**config.mk**
```make
export PLATFORM = sky130hd
export DESIGN_NAME = weighted_round_robin
export DESIGN_NICKNAME = d
export VERILOG_FILES = /design/src/rtl/weighted_round_robin.sv
export SDC_FILE = /design/constraint.sdc
export NUM_CORES = 1
export LEC_CHECK = 0
export BUFFER_PORTS_ARGS = -buffer_cell sky130_fd_sc_hd__clkbuf_2
export CAP_MARGIN = 10
export CORE_UTILIZATION = 53
export CTS_BUF_LIST = sky130_fd_sc_hd__clkbuf_4
export CTS_CLUSTER_DIAMETER = 150
export DETAILED_ROUTE_END_ITERATION = 7
export PLACE_DENSITY_LB_ADDON = 0.2
export RECOVER_POWER = 50
export SETUP_SLACK_MARGIN = 0.2
export SLEW_MARGIN = 20
export SYNTH_ARGS = -nofsm -noshare
export SYNTH_HDL_FRONTEND = slang
export SYNTH_SLANG_ARGS = --single-unit
```
**constraint.sdc**
```tcl
create_clock -name i_clk -period 3.8 [get_ports i_clk]
set_input_delay 0.95 -clock i_clk [delete_from_list [all_inputs] [get_ports i_clk]]
set_output_delay 0.95 -clock i_clk [all_outputs]
set_load 0.005 [all_outputs]
```
**src/rtl/weighted_round_robin.sv**
```systemverilog
// Weighted round-robin arbiter: grants one of QUEUE_QUANTITY FIFOs at a time for up
// to weight[q] pops, with a one-cycle idle bubble between turns and a rotating search pointer.
module weighted_round_robin #(
    parameter int QUEUE_QUANTITY = 4,
    parameter int WEIGHT_BITS    = 3,
    parameter int WEIGHTED       = 1,
    parameter int SEL_BITS       = $clog2(QUEUE_QUANTITY)
) (
    input  logic                                  i_clk,
    input  logic                                  i_rst,
    input  logic                                  i_enb,
    input  logic [QUEUE_QUANTITY-1:0]             i_buf_empty,
    input  logic [QUEUE_QUANTITY-1:0]             i_queue_mask,
    input  logic [QUEUE_QUANTITY*WEIGHT_BITS-1:0] i_weights,
    input  logic                                  i_pop,
    output logic [SEL_BITS-1:0]                   o_selector,
    output logic                                  o_selector_enb,
    output logic [QUEUE_QUANTITY-1:0]             o_grant,
    output logic [WEIGHT_BITS-1:0]                o_credit,
    output logic                                  o_pop_err
);

    typedef enum logic {S_IDLE, S_GRANT} state_t;

    localparam int                  CW     = SEL_BITS + 1;
    localparam logic [SEL_BITS-1:0] LAST_Q = SEL_BITS'(QUEUE_QUANTITY - 1);

    state_t                  r_state, w_state_nxt;
    logic [SEL_BITS-1:0]     r_selector, w_selector_nxt;
    logic [SEL_BITS-1:0]     r_ptr, w_ptr_nxt;
    logic [WEIGHT_BITS-1:0]  r_credit, w_credit_nxt;
    logic                    r_pop_err, w_pop_err_nxt;

    logic [QUEUE_QUANTITY-1:0] w_eligible;
    logic                      w_found;
    logic [SEL_BITS-1:0]       w_idx;
    logic [WEIGHT_BITS-1:0]    w_weight_raw;
    logic [WEIGHT_BITS-1:0]    w_weight_eff;
    logic                      w_release;

    assign w_eligible = i_queue_mask & ~i_buf_empty;

    // Scan ptr..ptr+N-1 with an explicit wrap so non-power-of-two counts never reach index N.
    always_comb begin
        w_found = 1'b0;
        w_idx   = '0;
        for (int i = 0; i < QUEUE_QUANTITY; i++) begin
            automatic logic [CW-1:0] cand = {1'b0, r_ptr} + CW'(i);
            if (cand >= CW'(QUEUE_QUANTITY)) cand = cand - CW'(QUEUE_QUANTITY);
            if (!w_found && w_eligible[cand[SEL_BITS-1:0]]) begin
                w_found = 1'b1;
                w_idx   = cand[SEL_BITS-1:0];
            end
        end
    end

    assign w_weight_raw = i_weights[w_idx*WEIGHT_BITS +: WEIGHT_BITS];
    assign w_weight_eff = (WEIGHTED == 0 || w_weight_raw == '0) ? WEIGHT_BITS'(1) : w_weight_raw;

    // Losing eligibility wins over pop accounting; a final pop also ends the turn.
    assign w_release = i_buf_empty[r_selector] || !i_queue_mask[r_selector] ||
                       (i_pop && r_credit == WEIGHT_BITS'(1));

    always_comb begin
        // NOTE: every output of this block gets a default first, so no path infers a latch.
        w_state_nxt    = r_state;
        w_selector_nxt = r_selector;
        w_ptr_nxt      = r_ptr;
        w_credit_nxt   = r_credit;
        w_pop_err_nxt  = 1'b0;
        if (i_enb) begin
            case (r_state)
                S_IDLE: begin
                    w_pop_err_nxt = i_pop;
                    if (w_found) begin
                        w_state_nxt    = S_GRANT;
                        w_selector_nxt = w_idx;
                        w_credit_nxt   = w_weight_eff;
                    end
                end
                S_GRANT: begin
                    if (w_release) begin
                        w_state_nxt  = S_IDLE;
                        w_credit_nxt = '0;
                        w_ptr_nxt    = (r_selector == LAST_Q) ? '0 : r_selector + 1'b1;
                    end else if (i_pop) begin
                        w_credit_nxt = r_credit - 1'b1;
                    end
                end
                default: w_state_nxt = S_IDLE;
            endcase
        end
    end

    always_ff @(posedge i_clk or negedge i_rst) begin
        if (!i_rst) begin
            r_state    <= S_IDLE;
            r_selector <= '0;
            r_ptr      <= '0;
            r_credit   <= '0;
            r_pop_err  <= 1'b0;
        end else begin
            // NOTE: non-blocking assignments so every register samples pre-edge values.
            r_state    <= w_state_nxt;
            r_selector <= w_selector_nxt;
            r_ptr      <= w_ptr_nxt;
            r_credit   <= w_credit_nxt;
            r_pop_err  <= w_pop_err_nxt;
        end
    end

    always_comb begin
        o_grant = '0;
        if (r_state == S_GRANT) o_grant[r_selector] = 1'b1;
    end

    assign o_selector     = r_selector;
    assign o_selector_enb = (r_state == S_GRANT);
    assign o_credit       = r_credit;
    assign o_pop_err      = r_pop_err;

endmodule

```
==> flow_summary_export.csv, run 1 <==
group,metric,value,unit
run_status,status,"completed",
yosys,synth-edff-count,0,
global_routing,grt_usage,24.5,%
clocking,cts_resized,0,
worst_setup_path,end_kind,"flop",
clocking,htreeDepth,1,
worst_setup_path,rrSetupSlack,1820,ps
sta,min_period_over_period,61.7,%
yosys,ys.warnings.count,0,
placed_design,placed_area,1050,µm²
clocking,cts_tree,"done",
global_routing,grt_pass1_wl,3.39,mm
sta,setup_violations,0,
worst_setup_path,rr_worst_depth,5,
yosys,synth_top_area_cell,"dfrtp_1",
yosys,synthTopCellsByArea,"dfrtp_1, ha_1, o211ai_1, inv_1, nand2_1",
sta,relSlewSlack,64.6,%
worst_setup_path,critPathRequiredTime,3940,ps
yosys,synth_nets,126,
floorplan,io_pins,35,
yosys,synthesis.area,867,µm²
clocking,clk_pin_slew,60,ps
detailed_routing,drt.antenna.violating_nets,0,
hold_path,holdCritStartpoint,"o_credit[1]",
global_routing,grt_max_degree,12,
layout,drive_gt1_share,36.1,%
detailed_routing,first_iter_violations,17,
floorplan,placementRows,14,
clocking,clockBufferDepth,2,
floorplan,die_x,42.4,µm
yosys,async_flop_share,100,%
detailed_routing,totalWireLength,1.97,mm
sta,tns,0,ps
yosys,synthFlopType,"dfrtp_1",
global_routing,antenna_found_initial,0,
detailed_routing,wl_per_cell,13.2,µm
run,cap_violations,0,
floorplan,die_h,42.4,µm
hold_path,min_path_cells,2,
clocking,cts.sinks,9,
detailed_routing,routed_via_density,5.84,
detailed_routing,dr_total_vias,870,
detailed_routing,route.detailed.drc,0,
placed_design,port_buffers,34,
worst_setup_path,cp_data_arrival_time,2490,ps
hold_path,hold_path_class,"flop to flop",
power,p_leak,0.523,nW
yosys,ys_seq_elements,9,
sta,skew,8.93,ps
yosys,synthCells,96,
layout,area_growth,24.1,%
global_routing,grt_overflow_total,0,
worst_setup_path,critPathKind,"input pin to flop",
worst_setup_path,r2r-start,"o_selector[0]",
layout,fill_cells,129,
layout,postLayoutCellArea,1080,µm²
sta,rsz0062_at_grt,"false",
layout,multi_input_area,597,µm²
yosys,avgSynthCellArea,9.03,µm²
layout,antenna_cells,0,
floorplan,die_area,1800,µm²
hold_path,worstHoldEndpoint,"o_credit[1]",
sta,tightestPinTransition,530,ps
yosys,synth_top_area_share,26.0,%
worst_setup_path,crit_path_start_kind,"input pin",
power,irDropWorstVdd,0.000317,V
floorplan,start_util,56.9,%
detailed_routing,dr.pass1.iters,4,
yosys,synth_cell_types,36,
yosys,yosysSeqAreaShare,26.0,%
clocking,root_buffer,"clkbuf_4",
power,finalPower,0.000630,W
clocking,cts_hold_buffers,0,
sta,fmax,0.427,GHz
placed_design,gp_congestion,0.847,
layout,final_nets,164,
global_routing,grt_pass1_vias,842,
layout,regArea,225,µm²
clocking,clock_latency,270,ps
floorplan,coreArea,1520,µm²
clocking,cts_setup_buffers,0,
sta,slew_violations,0,
power,power_density,585,nW/µm²
placed_design,hpwlAfterDp,1.61,mm
worst_setup_path,r2r_end,"r_ptr[0]",
clocking,cts_buffers,3,
worst_setup_path,cp_max_fo,6,
sta,layout_min_cycle_time,2340,ps
sta,hold_viol,0,
## per-stage QoR
stage / setup slack, ps / util [%] / instances / hold WS [ps]
after global placement: 1210 / 68.9 / 145 / 561
after global routing: 1300 / 70.6 / 149 / 607
after detailed placement: 1180 / 68.9 / 145 / 573
after floorplan: 1460 / - / 96 / 542
after CTS: 1450 / 70.9 / 149 / 545
final: 1460 / 70.6 / 149 / 576
## metal layers
layer  up-vias  part of all wire (%)  track usage, %
met5         -                     0               0
met4         0                   1.1            8.75
li1        427                     -               -
met1       403                    44            29.3
met2        36                    50            42.8
met3         4                   5.5            5.17
## area by class of cell
cell class                      count  share of cell area, %
Clock buffer                        4                   2.79
Inverter                           10                   3.49
Multi-Input combinational cell     76                   55.5
Sequential cell                     9                   20.9
Tap cell                           16                   1.86
Timing Repair Buffer               34                   15.5
## kinds of logic (layout without fill, tap and decap cells)
family / after synthesis / count (layout) / share of synthesized area, %
mux: 5 / 5 / 7.36
compound gates: 34 / 34 / 32.0
fa+ha+maj: 6 / 6 / 8.66
flops: 9 / 9 / 26.0
simple gates: 31 / 31 / 20.8
buf+inv: 11 / 48 / 5.20
## state kept, by name (all words and copies together), names as in the netlist
name            flops
r_ptr               2
o_selector          2
o_credit            3
o_selector_enb      1
o_pop_err           1
## layout by cell type, fill, tap and decap left out, types with 3 or more instances in the layout
cell type / instances
inv_1: 10
nor2_1: 5
clkbuf_1: 3
clkbuf_2: 31
o211ai_1: 7
mux2i_1: 3
ha_1: 6
and2_1: 4
nand2_1: 9
clkbuf_4: 4
o21ai_0: 6
dfrtp_1: 9
a21oi_1: 4
## where the power goes
part	switching, W	internal, W	leakage (nW)
Combinational	0.000183	0.000160	0.394
Sequential	0.0000616	0.000138	0.111
Clock	0.0000393	0.0000478	0.0184
Total	0.000284	0.000346	0.523
## worst max path at each step
stage	start	end	slack, ps	cells after the start
finish	i_buf_empty[1]	o_credit[0]	1460	7
CTS	i_buf_empty[1]	o_credit[0]	1450	7
detailed placement	i_buf_empty[1]	o_credit[0]	1180	7
floorplan	i_buf_empty[1]	o_credit[0]	1460	6
global route	i_buf_empty[3]	o_credit[0]	1300	7
global placement	i_buf_empty[1]	o_credit[0]	1210	7
## critical path: stages
cell,delay [ps]
clkbuf_2,80
nand2b_1,190
a211oi_2,440
o211ai_1,160
o211ai_1,140
a22oi_1,100
o41a_1,410
## Yosys cell counts, drive strengths merged (2+ instances only)
cell / instances
a211oi: 2
a21oi: 4
and2: 4
dfrtp: 9
ha: 6
inv: 10
mux2i: 3
nand2: 10
nand2b: 2
nand3: 2
nor2: 5
nor2b: 4
nor3b: 2
o211ai: 9
o21a: 3
o21ai: 7
o41a: 2
Power figures use the tool's default switching activity.
==> run 2: changes to the inputs <==
--- a/config.mk
+++ b/config.mk
@@ -5,9 +5,10 @@
 export SDC_FILE = /design/constraint.sdc
 export NUM_CORES = 1
 export LEC_CHECK = 0
+export ABC_AREA = 1
 export BUFFER_PORTS_ARGS = -buffer_cell sky130_fd_sc_hd__clkbuf_2
 export CAP_MARGIN = 10
-export CORE_UTILIZATION = 53
+export CORE_UTILIZATION = 52
 export CTS_BUF_LIST = sky130_fd_sc_hd__clkbuf_4
 export CTS_CLUSTER_DIAMETER = 150
 export DETAILED_ROUTE_END_ITERATION = 7
==> constraint.sdc (replaced) <==
create_clock -name i_clk -period 2.16 [get_ports i_clk]
set_input_delay 0.54 -clock i_clk [delete_from_list [all_inputs] [get_ports i_clk]]
set_output_delay 0.54 -clock i_clk [all_outputs]
set_load 0.005 [all_outputs]
==> run 2 against run 1 <==
Cell count rose by 52%. Core utilization up 3.0 points. Synthesized cell count up 60%. Global-route usage fell by 2.8 points. Design area up 33%. Routed wire length is 27% higher.
==> flow_summary_export.csv, run 2 <==
group,metric,value,unit
global_routing,grt_pass1_vias,845,
detailed_routing,totalWireLength,2.51,mm
yosys,ys.warnings.count,0,
worst_setup_path,critPathKind,"flop to flop",
global_routing,grt_pass1_wl,3.39,mm
layout,postLayoutCellArea,1430,µm²
layout,regArea,226,µm²
layout,drive_gt1_share,41.2,%
worst_setup_path,cp_data_arrival_time,2120,ps
sta,layout_min_cycle_time,1930,ps
worst_setup_path,crit_path_start_kind,"flop",
sta,tns,0,ps
global_routing,grt_max_degree,13,
clocking,clockBufferDepth,2,
placed_design,placed_area,1270,µm²
sta,hold_viol,0,
run_status,status,"completed",
placed_design,hpwlAfterDp,1.92,mm
layout,largest_reg_flops,3,
sta,tightestPinTransition,473,ps
yosys,ys_top_cells_by_count,"nand2_1, nand3_1, inv_1",
sta,relSlewSlack,68.5,%
floorplan,coreArea,1940,µm²
sta,min_period_over_period,89.3,%
yosys,avgSynthCellArea,6.95,µm²
clocking,clock_latency,260,ps
global_routing,antenna_found_initial,0,
yosys,ys_seq_elements,9,
yosys,synthesis.area,1070,µm²
global_routing,grt_usage,21.6,%
floorplan,die_h,47.4,µm
yosys,synth_top_family_by_area,"simple AND/OR/NAND/NOR gates",
yosys,synth-edff-count,0,
layout,antenna_cells,0,
floorplan,die_x,47.4,µm
yosys,synth-simple-area-share,54.0,%
sta,rsz0062_at_grt,"true",
yosys,synth_top_area_cell,"dfrtp_1",
power,p_leak,0.800,nW
yosys,synthAdderAreaFrac,7.01,%
run,cap_violations,0,
worst_setup_path,cp_max_fo,6,
yosys,synthTopCellsByArea,"dfrtp_1, nand2_1, nand3_1, ha_1, inv_1",
worst_setup_path,path_cells,"buf_6 > buf_6 > nand2_2 > nand2_2 > nand3_2 > nand2_4 > nand2_4 > nand2_4 > nand2_8 > buf_4 > nand4_1 > nand3_1 > nand2_2 > nand2_1 > nand2_1 > nand2_2 > a21oi_2",
layout,final_common_cell,"nand2_1",
yosys,async_flop_share,100,%
floorplan,io_pins,35,
worst_setup_path,crit_family,"simple AND/OR/NAND/NOR gates",
clocking,cts_tree,"done",
clocking,clk_pin_slew,60,ps
worst_setup_path,max_stage_delay,340,ps
power,irDropWorstVdd,0.00103,V
worst_setup_path,crit_top_cell,"nand2_2",
yosys,synth_nets,184,
clocking,htreeDepth,1,
sta,slew_violations,0,
detailed_routing,dr.pass1.iters,4,
yosys,muxShareOfSynthArea,0,%
sta,fmax,0.519,GHz
clocking,cts.sinks,9,
hold_path,hold_path_class,"input pin to async pin",
yosys,synth_most_common_cell,"nand2_1",
worst_setup_path,critPathRequiredTime,2350,ps
yosys,synth_xor_area_share,0.818,%
detailed_routing,route.detailed.drc,0,
layout,final_nets,230,
layout,area_growth,33.4,%
worst_setup_path,slowest_stage,"dfrtp_1",
sta,setup_violations,0,
sta,skew,4.95,ps
yosys,synthFlopType,"dfrtp_1",
clocking,cts_buffers,3,
detailed_routing,routed_via_density,5.08,
global_routing,grt_overflow_total,0,
yosys,synthCells,154,
yosys,synth-compound-area-share,7.36,%
worst_setup_path,crit_buf_inv,3,
layout,final_cell_mix,"nand2_1, clkbuf_2, nand3_1",
detailed_routing,first_iter_violations,31,
detailed_routing,dr_total_vias,1149,
floorplan,die_area,2250,µm²
power,power_density,1590,nW/µm²
placed_design,port_buffers,34,
detailed_routing,drt.antenna.violating_nets,0,
layout,multi_input_area,796,µm²
floorplan,placementRows,16,
worst_setup_path,end_kind,"flop",
yosys,yosysSeqAreaShare,21.0,%
clocking,root_buffer,"clkbuf_4",
layout,fill_cells,161,
yosys,synth_top_area_share,21.0,%
placed_design,gp_congestion,0.834,
detailed_routing,wl_per_cell,11.1,µm
floorplan,start_util,55.2,%
yosys,synth_cell_types,28,
## run 2: repair_timing
| action | 4_1_cts | 5_1_grt |
|---|---|---|
| endpoints found under the setup margin | 0 | 5 |
| hold endpoints to repair | 0 | 0 |
| hold buffers | 0 | 0 |
| resized for setup | 0 | 26 |
| setup buffers | 0 | 8 |
## run 2: final cells by class
type | instances | share of cell area (%)
multi-input combinational | 121 | 55.7
timing repair buffer | 43 | 17.2
sequential | 9 | 15.8
inverter | 22 | 6.83
tap | 27 | 2.36
clock buffer | 4 | 2.10
## run 2: per-layer routing
metal	vias up	part of all wire [%]	track usage, %
met2	42	51	35.9
li1	604	-	-
met4	0	1.1	5.14
met1	499	42	28.6
met3	4	5.7	4.62
met5	-	0	0
## run 2: logic make-up (layout without fill, tap and decap cells)
kind of cell | Yosys count | in the layout
and+or+nand+nor | 101 | 101
buffers and inverters | 24 | 69
AOI/OAI and AO/OA | 13 | 13
DFF | 9 | 9
adders and majority gates | 6 | 6
xor gates and xnor gates | 1 | 1
## run 2: stage by stage
| stage | setup slack (ps) | std cells | util (%) | power, W | hold slack [ps] |
|---|---|---|---|---|---|
| detailed placement | 117 | 214 | 65.3 | 0.00182 | 406 |
| global placement | 128 | 214 | 65.3 | 0.00178 | 402 |
| finish | 232 | 226 | 73.6 | 0.00228 | 203 |
| CTS | 220 | 218 | 66.8 | 0.00196 | 126 |
| global route | 90.7 | 226 | 73.6 | 0.00251 | 234 |
| floorplan | 375 | 154 | - | 0.00151 | 244 |
## run 2: worst paths after layout
kind	slack (ps)	cells past startpoint	to	from
setup / recovery	230	17	o_credit[0]	r_ptr[0]
hold / removal	200	1	o_credit[2]	i_rst
setup reg to reg	230	17	o_credit[0]	r_ptr[0]
hold reg to reg	600	2	o_credit[2]	o_credit[2]
max in group asynchronous	1600	1	r_ptr[1]	i_rst
min in group i_clk	520	3	o_pop_err	i_pop
## run 2: worst register-to-register path, stage by stage, from the launching register on
cell and delay (ps):
dfrtp_1 340, buf_6 150, buf_6 130, nand2_2 60, nand2_2 80, nand3_2 90
nand2_4 120, nand2_4 80, nand2_4 90, nand2_8 60, buf_4 140, nand4_1 60
nand3_1 90, nand2_2 90, nand2_1 50, nand2_1 70, nand2_2 50, a21oi_2 120
## run 2: report_power, final
group / leakage, nW / switching (W) / internal [W]
registers: 0.110 / 0.000109 / 0.000246
logic: 0.671 / 0.00105 / 0.000727
clock network: 0.0184 / 0.0000564 / 0.0000836
